**src/rtl/tx_escape.sv**
```systemverilog
// Transmit-side escaper: command bytes get an ESC prefix, data bytes equal to ESC are doubled.
// Optional macro TX_ESCAPE_CNT_EN adds ESC_CNT_O, a saturating count of inserted ESC bytes.
module tx_escape #(
  parameter logic [7:0] ESC = 8'hB1
) (
  input  logic       CLK_I,
  input  logic       RST_I,
  input  logic [7:0] DATA_SEND_I,
  input  logic       COMMAND_I,
  input  logic       WRITE_I,
  output logic       TX_READY_O,
  output logic [7:0] DATA_SEND_O,
  output logic       WRITE_O,
  input  logic       TX_READY_I,
  output logic       CMD_ERR_O
`ifdef TX_ESCAPE_CNT_EN
  ,
  output logic [15:0] ESC_CNT_O
`endif
);

  // Handshakes: TAP byte moves when WRITE_I && TX_READY_O at a rising edge;
  // UART byte moves in every cycle WRITE_O is high (WRITE_O already implies TX_READY_I).
  typedef enum logic [1:0] {
    st_idle   = 2'd0,
    st_escape = 2'd1,
    st_data   = 2'd2
  } state_t;

  state_t     state_q;
  state_t     state_d;
  logic [7:0] data_q;
  logic       cmd_err_q;
  logic       accept;
  logic       illegal_cmd;

  assign accept      = TX_READY_O && WRITE_I;
  assign illegal_cmd = accept && COMMAND_I && (DATA_SEND_I == ESC);

  always_ff @(posedge CLK_I or posedge RST_I) begin
    if (RST_I) begin
      state_q   <= st_idle;
      data_q    <= 8'h00;
      cmd_err_q <= 1'b0;
    end else begin
      state_q <= state_d;
      if (accept) data_q <= DATA_SEND_I;
      if (illegal_cmd) cmd_err_q <= 1'b1;
    end
  end

  always_comb begin
    state_d     = state_q;
    TX_READY_O  = 1'b0;
    WRITE_O     = 1'b0;
    DATA_SEND_O = data_q;
    case (state_q)
      st_idle: begin
        TX_READY_O = 1'b1;
        if (WRITE_I) begin
          // An ESC command byte cannot be encoded; it is flagged and dropped.
          if (COMMAND_I && (DATA_SEND_I == ESC)) state_d = st_idle;
          else if (COMMAND_I || (DATA_SEND_I == ESC)) state_d = st_escape;
          else state_d = st_data;
        end
      end
      st_escape: begin
        DATA_SEND_O = ESC;
        if (TX_READY_I) begin
          WRITE_O = 1'b1;
          state_d = st_data;
        end
      end
      st_data: begin
        if (TX_READY_I) begin
          WRITE_O = 1'b1;
          state_d = st_idle;
        end
      end
      default: state_d = st_idle;
    endcase
  end

  assign CMD_ERR_O = cmd_err_q;

`ifdef TX_ESCAPE_CNT_EN
  logic [15:0] esc_cnt_q;

  always_ff @(posedge CLK_I or posedge RST_I) begin
    if (RST_I) esc_cnt_q <= 16'h0000;
    else if ((state_q == st_escape) && TX_READY_I && (esc_cnt_q != 16'hFFFF))
      esc_cnt_q <= esc_cnt_q + 16'h0001;
  end

  assign ESC_CNT_O = esc_cnt_q;
`endif

endmodule

```
**config.mk**
```make
export PLATFORM = sky130hd
export DESIGN_NAME = tx_escape
export DESIGN_NICKNAME = d
export VERILOG_FILES = /design/src/rtl/tx_escape.sv
export SDC_FILE = /design/constraint.sdc
export NUM_CORES = 1
export LEC_CHECK = 0
export CORE_MARGIN = 2
export CORE_UTILIZATION = 43
export CTS_CLUSTER_DIAMETER = 120
export DETAILED_ROUTE_END_ITERATION = 16
export PLACE_DENSITY = 0.83
export SLEW_MARGIN = 20
export SYNTH_ARGS = -nofsm -noshare
export SYNTH_HDL_FRONTEND = slang
export SYNTH_SLANG_ARGS = --single-unit
```
**constraint.sdc**
```tcl
create_clock -name CLK_I -period 3.4 [get_ports CLK_I]
set_clock_uncertainty 0.15 [all_clocks]
set_input_delay 0.68 -clock CLK_I [delete_from_list [all_inputs] [get_ports CLK_I]]
set_output_delay 0.68 -clock CLK_I [all_outputs]
set_load 0.02 [all_outputs]
```
==> metrics.yaml <==
run_status:
  status: "finished, final reports clean"
floorplanning:
  die_w_um: 40.94
  core_sq_um: 1285
  num_rows: 13
  initial_utilization_pct: 45.67
  die_height_um: 40.94
  num_io_pins: 24
  die_area_sq_um: 1676
global_route:
  grt_pass1_vias: 437
  overflow: 0
  grt_max_degree: 12
  track_usage_pct: 18.17
  grt_pass1_wl_um: 1890
  antenna_found_initial: 0
setup_path:
  cp-start-kind: "flip-flop"
  crit_arrival_ps: 1860
  crit_fanout: 10
  cp-end-kind: "primary output"
  worstPathRequired_ps: 2570
  path_class: "reg -> out"
synthesis:
  ys_ff_latch: 11
  yosys_warnings: 0
  synth_top_area_cell: "dfrtp_1"
  syn_area_per_cell_sq_um: 11.74
  synth-seq-area-share_pct: 46.91
  yosysTopAreaCellShare_pct: 46.91
  synthesis.nets: 67
  yosys.cell_types.count: 15
  ys_top_cells_by_area: "dfrtp_1 (47%), mux2_2 (15%), ha_1 (8.5%), nor2b_1 (5.3%), or2_2 (4.3%)"
  syn_inst: 50
  syn_area_sq_um: 586.8
cts:
  cts-resized-gates: 0
  root_buffer: "clkbuf_4"
  worstSkewPairLatency_ps: 260
  cts_tree: "built"
  h-tree-depth: 1
  post-cts-setup-buffer-count: 0
  cts_sinks: 11
  cts_hold_buf: 0
  clkSlewWorstSetupHoldPaths_ps: 70
  numCtsBuffers: 3
  cts.path.max_buffers: 2
final_layout:
  final_cell_mix: "clkdlybuf4s50_1 (23), dfrtp_1 (11), mux2_2 (8)"
  fin_nets: 95
  fin_cells: 92
  fillers: 99
  final_common_cell: "clkdlybuf4s50_1"
  area_delta_synth_final_pct: 46.91
  drive_gt1_share_pct: 23.38
  diodes: 0
timing:
  fmax_ghz: 0.3717
  max_slew_margin_pct: 72.70
  worstMarginPinSlew_ps: 409.0
  finalSetupTns_ps: 0
  period_minus_slack_ps: 2690
  final-max-slew-violation-count: 0
  rsz0062_at_grt: "false"
  period_share_pct: 79.12
  setup-violations-final: 0
  hold_violations: 0
power_and_ir_drop:
  powerDensity_nw_per_um2: 896.5
  leakage_uw: 0.0003829
  vdd_drop_max_uv: 450.9
  p_seq_share_pct: 28.3
  combPwrFrac_pct: 60.4
  swShare_pct: 37.54
  power_frac_clock_pct: 11.4
  p_switching_uw: 290.1
  internal_power_uw: 482.7
hold_path:
  hold_path.class: "reg -> reg"
job:
  cap_violations: 0
place:
  dpl.cell_count: 88
  hpwl_um: 987.1
  gp_congestion: 0.6158
  port_buffers: 23
routing:
  drtPass1Iterations: 4
  drc: 0
  avgRoutedWirePerCell_um: 13.57
  viasPerCell: 4.989
  vias: 459
  wirelength_um: 1248
  postRouteAntennaNets: 0
  drt_iter0_markers: 2
[stage by stage]
stage                     power [uW]  worst slack (ps)  utilization (%)  cell area (sq um)  hold WS [ps]
after global placement         682.8             724.3            65.04              835.8         301.5
after floorplan                496.4              1537                -              586.8         320.6
after global routing           826.9             624.0            67.09              862.1         357.5
after detailed placement       689.5             706.3            65.04              835.8         331.7
final                          772.8             710.0            67.09              862.1         336.2
after CTS                      780.8             683.1            67.09              862.1         346.4
[final cells by class]
type                       count  area [sq um]  area share [%]
multi-input combinational     34         292.8           33.96
sequential                    11         275.3           31.93
timing repair buffer          23         230.2           26.71
tap                           15         18.77           2.177
clock buffer                   4         26.28           3.048
inverter                       5         18.77           2.177
[worst paths after layout]
check / to / cells after the start / start / slack [ps]
worst max-delay path: DATA_SEND_O[0] / 4 / state_q[1]$_DFFE_PP0P_ / 710
worst min-delay path: CMD_ERR_O$_DFFE_PP0P_ / 2 / CMD_ERR_O$_DFFE_PP0P_ / 340
worst max register to register: state_q[0]$_DFFE_PP0P_ / 5 / state_q[1]$_DFFE_PP0P_ / 1790
worst min register to register: CMD_ERR_O$_DFFE_PP0P_ / 2 / CMD_ERR_O$_DFFE_PP0P_ / 340
max in group asynchronous: CMD_ERR_O$_DFFE_PP0P_ / 2 / RST_I / 2270
min in group asynchronous: data_q[5]$_DFFE_PP0N_ / 2 / RST_I / 550
[layer usage]
layer / track usage, % / vias up / share of wire, %
met5: 0 / - / 0
met4: 7.500 / 0 / 0.48
met3: 3.261 / 2 / 5.4
met2: 31.25 / 17 / 51
met1: 21.99 / 216 / 43
li1: - / 224 / -
[critical path: stages (launching register included)]
cell and delay [ps]:
dfrtp_1 370, inv_1 60, ha_1 290, or2_2 330, clkdlybuf4s50_1 540
[power groups by stage]
stage / clock network [uW] / logic [uW] / registers, uW
after floorplan: 0 / 284 / 212
after global placement: 0 / 465 / 218
after detailed placement: 0 / 469 / 221
after CTS: 89.9 / 473 / 218
after global routing: 98.5 / 505 / 223
final: 87.8 / 466 / 219
[cell usage after synthesis]
library cell	n
nor4b_2	1
nand2_2	1
nand2b_1	2
nor2b_1	5
inv_1	5
or2_2	4
mux2_2	8
and2_1	1
a41o_1	1
dfrtp_1	11
a21oi_1	4
o21bai_1	1
ha_1	4
o31ai_2	1
nand4_1	1
[logic make-up (layout without fill, tap and decap cells)]
logic type               Yosys count  in the layout  synth area share, %
flip-flops                        11             11                46.91
adder cells (fa/ha/maj)            4              4                8.529
AO/OA/AOI/OAI                      7              7                8.529
AND/OR/NAND/NOR                   15             15                17.48
multiplexers                       8              8                15.35
buffers and inverters              5             32                3.199
[sequential cells by signal, indices dropped and copies added, names as in the netlist]
| register | cells |
|---|---|
| CMD_ERR_O | 1 |
| data_q | 8 |
| state_q | 2 |
(Power assumes the default switching activity.)
